[src/rtl/axis_stream_slave.sv]
// axis_stream_slave: AXI-Stream receiver into a first-word-fall-through FIFO with packet counting.
// Define AXIS_SLV_LEN_CHECK_EN to build the sticky packet-length checker behind o_len_err.
module axis_stream_slave #(
    parameter int DATA_W  = 8,
    parameter int DEPTH   = 8,
    parameter int PKT_LEN = 4
) (
    input  logic                     i_clk,
    input  logic                     i_rst,
    input  logic                     i_tvalid,
    input  logic [DATA_W-1:0]        i_tdata,
    input  logic                     i_tlast,
    output logic                     o_tready,
    input  logic                     i_rd_en,
    output logic [DATA_W-1:0]        o_dout,
    output logic                     o_dout_last,
    output logic                     o_empty,
    output logic                     o_full,
    output logic [$clog2(DEPTH):0]   o_level,
    output logic                     o_pkt_done,
    output logic [7:0]               o_pkt_cnt,
    output logic                     o_len_err
);
    localparam int AW = $clog2(DEPTH);
    typedef enum logic {IDLE, RECV} state_t;
    logic [DATA_W:0] r_mem [DEPTH];
    logic [AW-1:0]   r_wr_ptr, r_rd_ptr;
    logic [AW:0]     r_level;
    logic [7:0]      r_beat_cnt, r_pkt_cnt;
    logic            r_pkt_done;
    state_t          r_state;
    logic            w_push, w_pop, w_last_acc;
    logic [DATA_W:0] w_head;
    assign o_empty     = r_level == '0;
    assign o_full      = r_level == (AW+1)'(DEPTH);
    assign o_tready    = ~o_full & ~i_rst;
    assign w_push      = i_tvalid & o_tready;
    assign w_pop       = i_rd_en & ~o_empty;
    assign w_last_acc  = w_push & i_tlast;
    assign w_head      = o_empty ? '0 : r_mem[r_rd_ptr];
    assign o_dout      = w_head[DATA_W-1:0];
    assign o_dout_last = w_head[DATA_W];
    assign o_level     = r_level;
    assign o_pkt_done  = r_pkt_done;
    assign o_pkt_cnt   = r_pkt_cnt;
    always_ff @(posedge i_clk) begin
        if (w_push) r_mem[r_wr_ptr] <= {i_tlast, i_tdata};
    end
    always_ff @(posedge i_clk) begin
        if (i_rst) begin
            r_wr_ptr <= '0;
            r_rd_ptr <= '0;
            r_level  <= '0;
        end else begin
            if (w_push) r_wr_ptr <= r_wr_ptr + AW'(1);
            if (w_pop) r_rd_ptr <= r_rd_ptr + AW'(1);
            if (w_push != w_pop) r_level <= w_push ? r_level + (AW+1)'(1) : r_level - (AW+1)'(1);
        end
    end
    // beat_cnt is the index of the beat being accepted; it saturates on runaway packets
    always_ff @(posedge i_clk) begin
        if (i_rst) begin
            r_state    <= IDLE;
            r_beat_cnt <= '0;
            r_pkt_cnt  <= '0;
            r_pkt_done <= 1'b0;
        end else begin
            r_pkt_done <= w_last_acc;
            if (w_push) begin
                r_state    <= i_tlast ? IDLE : RECV;
                r_beat_cnt <= i_tlast ? '0 : (r_state == IDLE) ? 8'd1 : r_beat_cnt + {7'd0, r_beat_cnt != 8'hFF};
            end
            if (w_last_acc) r_pkt_cnt <= r_pkt_cnt + 8'd1;
        end
    end
`ifdef AXIS_SLV_LEN_CHECK_EN
    localparam logic [7:0] LAST_IDX = 8'(PKT_LEN - 1);
    logic r_len_err;
    // error when tlast arrives anywhere but the expected last index, or is missing there
    always_ff @(posedge i_clk) begin
        if (i_rst) r_len_err <= 1'b0;
        else if (w_push && (i_tlast != (r_beat_cnt == LAST_IDX))) r_len_err <= 1'b1;
    end
    assign o_len_err = r_len_err;
`else
    assign o_len_err = 1'b0;
`endif
endmodule

[config.mk]
export PLATFORM = sky130hd
export DESIGN_NAME = axis_stream_slave
export DESIGN_NICKNAME = d
export VERILOG_FILES = /design/src/rtl/axis_stream_slave.sv
export SDC_FILE = /design/constraint.sdc
export NUM_CORES = 1
export LEC_CHECK = 0
export BUFFER_PORTS_ARGS = -buffer_cell sky130_fd_sc_hd__buf_2
export CAP_MARGIN = 40
export CORE_MARGIN = 2
export CORE_UTILIZATION = 40
export DETAILED_ROUTE_END_ITERATION = 6
export MAX_ROUTING_LAYER = met4
export REMOVE_ABC_BUFFERS = 1
export SYNTH_ARGS = -nofsm -noshare
export SYNTH_HDL_FRONTEND = slang
export SYNTH_SLANG_ARGS = --single-unit
export TNS_END_PERCENT = 100
[constraint.sdc]
create_clock -name i_clk -period 7.1 [get_ports i_clk]
set_clock_uncertainty 0.15 [all_clocks]
set_input_delay 0 -clock i_clk [delete_from_list [all_inputs] [get_ports i_clk]]
set_output_delay 0 -clock i_clk [all_outputs]
set_load 0.05 [all_outputs]
==> impl_results.rst, run 1 <==
.. list-table::
   :header-rows: 1

   * - Metric
     - Value
   * - Ant diodes
     - 0
   * - TritonCTS clock tree
     - done
   * - Num rows
     - 35
   * - Number of distinct library cells after synthesis
     - 44
   * - Fillcell total
     - 833
   * - Classification of the worst-slack hold path
     - input port to flip-flop
   * - Switch share
     - 0.386
   * - Starting DRT DRC Count
     - 75
   * - Synth top area share
     - 0.563
   * - Width of the chip
     - 102 um
   * - Slowest cell on crit path
     - sky130_fd_sc_hd__nor4_2
   * - Reg clk slew, reported paths
     - 0.10 ns
   * - Multiplexer share of the synthesized area
     - 0.129
   * - Endpoint kind of the worst setup timing path
     - flip-flop
   * - Setup bufs post-CTS
     - 0
   * - CP peak stage delay
     - between 0.5 and 0.6 ns
   * - Routed via count divided by cell count
     - 5.13
   * - Startpoint-to-endpoint class of the critical path
     - flip-flop to flip-flop
   * - Cell taking the most area after synthesis
     - sky130_fd_sc_hd__edfxtp_1
   * - Met1 track utilization from global routing
     - 0.199
   * - Met3 routing resource usage after global routing
     - 0.0363
   * - Run status
     - completed
   * - Depth of the CTS H-tree
     - 3
   * - GRT Resource Usage Total
     - 0.158
   * - Largest voltage drop on the vdd net
     - approximately 0.23 mV
   * - Internal Dissipation
     - roughly 980 uW
   * - Fraction of the mapped netlist area in compound gates
     - 0.0355
   * - Buffers from clock root to sink, at most
     - 2
   * - GR met2 Demand/Resource
     - 0.256
   * - Initial Util
     - 0.414
   * - Placed wire-length estimate after detailed placement
     - about 4.8 mm
   * - Adder and majority gate portion of the synthesized area
     - 0.0215
   * - Family with the most delay on the worst path
     - simple AND/OR/NAND/NOR gates
   * - Leftover overflow at the end of global routing
     - 0
   * - Setup repair after global routing missed its margin
     - no
   * - Buf/Inv on CP
     - 3
   * - Accumulated negative setup slack
     - 0 ns
   * - Global-route wire length before repair
     - between 10 and 15 mm
   * - Boundary Pins
     - 39
   * - Most used routing layer in global routing
     - met2
   * - Utilization of the core after routing
     - 0.490
   * - Cells after Synth
     - 241
   * - Xor/xnor share of the synthesized area
     - 0.0205
   * - Antenna violations before repair
     - 0
   * - Detailed Routing Iterations Pass 1
     - 4
   * - Mean routed wirelength per cell
     - roughly 17 um
   * - Antenna-violating nets left
     - 0
   * - Simple-gate share of the synthesized area
     - 0.0961
   * - Total CTS buffers
     - 9
   * - Area of the core
     - around 0.0093 mm2
   * - Share of the clock period used by the worst path
     - 0.382
   * - Number of hold buffers added after cts
     - 11
   * - Sequential power share
     - 0.411
   * - Final setup violating endpoints
     - 0
   * - Period minus WS final
     - about 2.7 ns
   * - Reported net switching power
     - slightly above 600 uW
   * - Total vias in the final route
     - between 2000 and 2500
   * - Clock insertion delay at the later pin of the skew report
     - 0.36 ns
   * - Cells taking the most area after synthesis
     - sky130_fd_sc_hd__edfxtp_1 (56%), sky130_fd_sc_hd__dfxtp_1 (11%), sky130_fd_sc_hd__mux4_2 (11%)
   * - Leakage
     - approximately 1.5 nW
   * - Post-layout net count
     - approximately 320
   * - Hold violation count in the final report
     - 0
   * - Arrival time at the worst endpoint
     - 2.63 ns
   * - Last weighted congestion value of the routability-driven placer
     - just under 0.8
   * - Proportion of register bits with asynchronous set or reset after synthesis
     - 0
   * - Slew @ Worst Pin
     - ~0.7 ns
   * - Share of power burned in the clock network
     - 0.220
   * - Max-cap violations
     - 0
   * - Relative slew margins
     - 0.527
   * - Die extent in y
     - between 100 and 150 um
   * - Main combinational cell family by area after synthesis
     - multiplexers
   * - Synthesized area per cell
     - 15.9 um2
   * - Maximum number of pins on one net before global-route repair
     - 22
   * - Critical Path Fanout Max
     - 9
   * - Via count of the first global-routing pass
     - ~2200
   * - Share of synthesized area occupied by flip-flops and latches
     - 0.678
   * - Number of synthesized flops with an enable pin
     - 72
   * - Synth top cells by count
     - sky130_fd_sc_hd__edfxtp_1 (72), sky130_fd_sc_hd__nor2_1 (23), sky130_fd_sc_hd__dfxtp_1 (22), sky130_fd_sc_hd__mux4_2 (18), sky130_fd_sc_hd__nand2_1 (12)
   * - Highest Clock Rate
     - 369 MHz
   * - Share of layout cells above drive strength 1
     - 0.292
   * - Dominant cell by count in the synthesized netlist
     - sky130_fd_sc_hd__edfxtp_1
   * - Count of port buffers added during placement
     - 37
   * - Top flip-flop cell by instance count after synthesis
     - sky130_fd_sc_hd__edfxtp_1
   * - Number of DRC violations after detailed routing
     - 0
   * - TritonCTS sink count
     - 94
   * - Buffer cell driving the clock tree root
     - sky130_fd_sc_hd__clkbuf_8
   * - Cell area after synthesis
     - 0.00384 mm2
   * - Resize count post-CTS
     - 0
   * - Power per Cell Area
     - between 300 and 400 mW/mm2
   * - Flops & latches, synth
     - 94
   * - Routed wire length
     - 7.44 mm
   * - Fin. max-slew vios
     - 0
   * - Crit path required time
     - 7.02 ns
   * - Area enclosed by the die boundary
     - 0.0104 mm2
   * - Critical path cell sequence
     - or4b_1 -> clkinv_4 -> nor2_4 -> clkinv_2 -> nor4_2 -> buf_4
   * - Logic gate share of total power
     - 0.369
   * - Count of yosys warnings during synthesis
     - 0
   * - Kind of start point of the critical path
     - flip-flop
   * - Area growth from synthesis to final layout
     - 18.4%
-- flip-flops by register name (all words and copies together) (netlist names), named ones only --
| name | count |
|---|---|
| o_level | 4 |
| r_wr_ptr | 3 |
| r_rd_ptr | 3 |
| r_mem | 72 |
| o_pkt_cnt | 8 |
| o_pkt_done | 1 |
-- power by group through the flow --
stage	clock network (mW)	registers (mW)	logic (mW)
after detailed placement	0	0.672	0.595
after global routing	0.387	0.665	0.636
after global placement	0	0.678	0.574
after floorplan	0	0.728	0.384
final	0.353	0.659	0.593
after CTS	0.361	0.659	0.601
-- stage by stage --
stage | instances | worst slack [ns] | instance area (um2) | power (mW) | hold slack (ns)
2_1_floorplan | 232 | 3.88 | 3790 | 1.11 | -0.0809
4_1_cts | 437 | 4.34 | 4550 | 1.62 | 0.0143
3_5_place_dp | 410 | 4.35 | 4240 | 1.27 | 0.129
3_3_place_gp | 404 | 4.39 | 4190 | 1.25 | 0.121
5_1_grt | 437 | 4.19 | 4550 | 1.69 | 0.0314
6_report | 437 | 4.39 | 4550 | 1.60 | 0.0230
-- placed cells by master, fill, tap and decap left out, types with 2 or more instances in the layout --
cell	instances
sky130_fd_sc_hd__clkbuf_8	9
sky130_fd_sc_hd__o41ai_1	2
sky130_fd_sc_hd__dfxtp_1	22
sky130_fd_sc_hd__nand4_1	4
sky130_fd_sc_hd__nor3_1	9
sky130_fd_sc_hd__dlygate4sd3_1	11
sky130_fd_sc_hd__clkinv_4	5
sky130_fd_sc_hd__xnor2_1	5
sky130_fd_sc_hd__o31ai_1	2
sky130_fd_sc_hd__nand2b_1	3
sky130_fd_sc_hd__buf_2	37
sky130_fd_sc_hd__nor4_1	2
sky130_fd_sc_hd__nand3_1	8
sky130_fd_sc_hd__edfxtp_1	72
sky130_fd_sc_hd__buf_4	10
sky130_fd_sc_hd__inv_1	2
sky130_fd_sc_hd__nor2_1	23
sky130_fd_sc_hd__nand2_1	12
sky130_fd_sc_hd__o21ai_0	3
sky130_fd_sc_hd__xor2_1	4
sky130_fd_sc_hd__ha_1	5
sky130_fd_sc_hd__mux4_2	18
sky130_fd_sc_hd__nor4_2	2
sky130_fd_sc_hd__o2111ai_1	2
sky130_fd_sc_hd__a21oi_1	6
sky130_fd_sc_hd__mux2i_1	9
-- layout make-up --
cell class | count | area [um2] | share of cell area
multi-input combinational | 134 | 1170 | 0.258
timing repair buffer | 60 | 389 | 0.0856
inverter | 4 | 21.3 | 0.00468
sequential | 94 | 2600 | 0.572
clock buffer | 10 | 128 | 0.0281
clock inverter | 6 | 72.6 | 0.0160
tap | 129 | 161 | 0.0355
-- path summary, 6_finish.rpt --
kind | to | depth (start not counted) | slack, ns | startpoint
worst max-delay path | r_mem[0][0]$_DFFE_PP_ | 6 | 4.39 | o_level[0]$_SDFFE_PP0P_
worst min register to register | r_rd_ptr[1]$_SDFFE_PP0P_ | 2 | 0.34 | r_rd_ptr[1]$_SDFFE_PP0P_
worst min-delay path | o_pkt_done$_SDFF_PP0_ | 4 | 0.02 | i_tvalid
worst max register to register | r_mem[0][0]$_DFFE_PP_ | 6 | 4.39 | o_level[0]$_SDFFE_PP0P_
-- worst register-to-register path: cells and delay by family, from the launching register on --
family        cells  cell delay, ns
buf+inv           3            0.60
simple gates      3            1.15
flops             1            0.53
-- cells by family after synthesis --
group	after synthesis
AO/OA/AOI/OAI	20
XOR/XNOR	9
adder cells (fa/ha/maj)	6
buffers and inverters	13
flip-flops	94
multiplexers	27
other	1
AND/OR/NAND/NOR	71
-- metal layers --
| metal | part of all wire | vias to the layer above |
|---|---|---|
| met5 | 0 | - |
| met4 | 0.010 | 0 |
| met3 | 0.037 | 9 |
| met2 | 0.47 | 51 |
| met1 | 0.48 | 1119 |
| li1 | - | 1063 |
Note: power is estimated with default switching activity, not from simulation.
==> run 2, diff against run 1 <==
==> constraint.sdc (replaced) <==
create_clock -name i_clk -period 2.8 [get_ports i_clk]
set_clock_uncertainty 0.15 [all_clocks]
set_input_delay 0 -clock i_clk [delete_from_list [all_inputs] [get_ports i_clk]]
set_output_delay 0 -clock i_clk [all_outputs]
set_load 0.05 [all_outputs]
==> run 2 against run 1 <==
Against the previous run:
- register-to-register slack worse by 4.1 ns
- non-clock buffer count is 3 higher
- combinational power grew to 2.6 times the previous value
- sequential share of layout area hardly changed
- utilization hardly changed
- power is 150% higher
- critical path type unchanged
- largest cell class unchanged
==> impl_results.rst, run 2 (synthesized netlist as in run 1, its figures left out) <==
.. list-table::
   :header-rows: 1

   * - Metric
     - Value
   * - Post-layout net count
     - 325 (+0.93%)
   * - Boundary Pins
     - 39 (unchanged)
   * - Mean routed wirelength per cell
     - 17.1 um (+0.17%)
   * - Most common cell after layout, fill and taps aside
     - sky130_fd_sc_hd__edfxtp_1
   * - Leakage
     - 1.54 nW (+0.15%)
   * - Detailed Routing Iterations Pass 1
     - 4 (unchanged)
   * - Period minus WS final
     - 2.49 ns (-0.219 ns)
   * - Kind of start point of the critical path
     - flip-flop
   * - Routed via count divided by cell count
     - 5.14 (+0.20%)
   * - Highest Clock Rate
     - 401 MHz (+8.8%)
   * - Run status
     - completed
   * - Leftover overflow at the end of global routing
     - 0 (unchanged)
   * - Setup repair after global routing missed its margin
     - no
   * - Total vias in the final route
     - 2262 (+0.89%)
   * - Slowest cell on crit path
     - sky130_fd_sc_hd__or4b_4
   * - Largest voltage drop on the vdd net
     - 0.521 mV (+130%)
   * - Via count of the first global-routing pass
     - 2265 (+1.6%)
   * - Buf/Inv on CP
     - 2 (-1)
   * - Count of cells along the worst hold path
     - 4 (unchanged)
   * - Critical Path Fanout Max
     - 9 (unchanged)
   * - Reg clk slew, reported paths
     - 0.09 ns (about the same)
   * - Antenna-violating nets left
     - 0 (unchanged)
   * - Startpoint-to-endpoint class of the critical path
     - flip-flop to flip-flop
   * - Share of the clock period used by the worst path
     - 0.891 (+0.509)
   * - Setup bufs post-CTS
     - 0 (unchanged)
   * - Area growth from synthesis to final layout
     - 18.3% (about the same)
   * - Relative slew margins
     - 0.562 (+0.0345)
   * - Non-Filler Cell Area, Final
     - 0.00455 mm2 (about the same)
   * - Total CTS buffers
     - 9 (unchanged)
   * - Count of port buffers added during placement
     - 37 (unchanged)
   * - Area of the core
     - 0.00928 mm2 (unchanged)
   * - Hold violation count in the final report
     - 0 (unchanged)
   * - GRT Resource Usage Total
     - 0.162 (+0.00376)
   * - Ant diodes
     - 0 (unchanged)
   * - Utilization of the core after routing
     - 0.490 (about the same)
   * - TritonCTS sink count
     - 94 (unchanged)
   * - Worst hold slack
     - 0.0317 ns (+0.00862 ns)
   * - Family with the most delay on the worst path
     - simple AND/OR/NAND/NOR gates
   * - Depth of the worst register-to-register path
     - 9 (+3)
   * - Crit path required time
     - 2.89 ns (-4.13 ns)
   * - Num rows
     - 35 (unchanged)
   * - Maximum number of pins on one net before global-route repair
     - 21 (-4.5%)
   * - Fillcell total
     - 848 (+1.8%)
   * - Starting DRT DRC Count
     - 62 (-17%)
   * - Final setup violating endpoints
     - 0 (unchanged)
   * - Max-cap violations
     - 0 (unchanged)
   * - Endpoint kind of the worst setup timing path
     - flip-flop
   * - Die extent in y
     - 102 um (unchanged)
   * - Area enclosed by the die boundary
     - 0.0104 mm2 (unchanged)
   * - Antenna violations before repair
     - 0 (unchanged)
   * - Slew @ Worst Pin
     - 0.656 ns (-0.0468 ns)
   * - Total number of cells along the worst setup path
     - 9 (+3)
   * - Depth of the CTS H-tree
     - 3 (unchanged)
   * - Width of the chip
     - 102 um (unchanged)
   * - Clock insertion delay at the later pin of the skew report
     - 0.36 ns (about the same)
   * - Most used cells in the layout excluding fill and tap cells
     - sky130_fd_sc_hd__edfxtp_1 (72), sky130_fd_sc_hd__buf_2 (37), sky130_fd_sc_hd__nor2_1 (23)
   * - Number of flip-flops in the largest register
     - 72 (unchanged)
   * - Classification of the worst-slack hold path
     - input port to flip-flop
   * - TritonCTS clock tree
     - done
   * - Share of layout cells above drive strength 1
     - 0.299 (+0.00683)
   * - Buffers from clock root to sink, at most
     - 2 (unchanged)
   * - Routed wire length
     - 7.51 mm (+0.86%)
   * - CP peak stage delay
     - 0.57 ns (about the same)
   * - Fin. max-slew vios
     - 0 (unchanged)
   * - Buffer cell driving the clock tree root
     - sky130_fd_sc_hd__clkbuf_8
   * - Arrival time at the worst endpoint
     - 2.59 ns (-0.04 ns)
   * - Power per Cell Area
     - 878 mW/mm2 (+150%)
   * - Number of DRC violations after detailed routing
     - 0 (unchanged)
   * - Last weighted congestion value of the routability-driven placer
     - 0.781 (+1.6%)
   * - Total placed instance area
     - 0.00425 mm2 (+0.27%)
   * - Placed wire-length estimate after detailed placement
     - 4.50 mm (-5.9%)
   * - Critical path cell sequence
     - or4b_4 -> clkinv_4 -> nor2_4 -> clkinv_2 -> ha_1 -> a21oi_1 -> nand2_1 -> o2111ai_1 -> nand4_1
   * - Global-route wire length before repair
     - 11.7 mm (+0.90%)
   * - Most flop-heavy register
     - r_mem
   * - Initial Util
     - 0.414 (unchanged)
-- run 2: final cells by class --
cell class	instances	area [um2]	share of cell area
Multi-Input combinational cell	134	1180	0.259
Tap cell	129	161	0.0355
Clock inverter	6	46.3	0.0102
Inverter	4	21.3	0.00468
Clock buffer	10	128	0.0281
Sequential cell	94	2600	0.573
Timing Repair Buffer	63	410	0.0903
-- run 2: metal layers --
layer	vias up	global-route usage	part of all wire
met5	-	-	0
met4	0	0.0441	0.0077
met3	9	0.0451	0.041
met2	69	0.276	0.50
met1	1113	0.188	0.45
li1	1071	-	-
-- run 2: worst paths after layout --
kind | from | endpoint | slack (ns)
hold reg to reg | r_rd_ptr[1]$_SDFFE_PP0P_ | r_rd_ptr[1]$_SDFFE_PP0P_ | 0.35
hold / removal | i_tvalid | o_pkt_done$_SDFF_PP0_ | 0.03
setup reg to reg | o_level[3]$_SDFFE_PP0P_ | o_level[3]$_SDFFE_PP0P_ | 0.31
setup / recovery | o_level[3]$_SDFFE_PP0P_ | o_level[3]$_SDFFE_PP0P_ | 0.31
-- run 2: worst reg2reg max path: cells and delay by family, from the launching register on --
kind | cells | cell delay (ns)
AOI/OAI and AO/OA | 2 | 0.37
DFF | 1 | 0.49
and+or+nand+nor | 4 | 0.84
adders and majority gates | 1 | 0.28
buffers and inverters | 2 | 0.25
-- run 2: power breakdown --
group | leakage, nW | internal (mW) | switching [mW]
clock network | 0.0785 | 0.329 | 0.477
registers | 0.829 | 1.58 | 0.0776
logic | 0.636 | 0.512 | 1.02
-- run 2: metrics by stage --
step / power, mW / TNS [ns] / setup WS, ns / std cells
floorplan: 2.82 / -10.27 / -0.419 / 232
global placement: 3.20 / 0 / 0.309 / 412
detailed placement: 3.22 / 0 / 0.182 / 412
CTS: 4.04 / 0 / 0.147 / 440
global route: 4.21 / 0 / 0.148 / 440
finish: 3.99 / 0 / 0.306 / 440
-- run 2: timing repair --
| item | 4_1_cts | 5_1_grt |
|---|---|---|
| resized for setup | 0 | 1 |
| hold endpoints to repair | 93 | 0 |
| setup endpoints to repair | 0 | 1 |
| hold buffers | 12 | 0 |
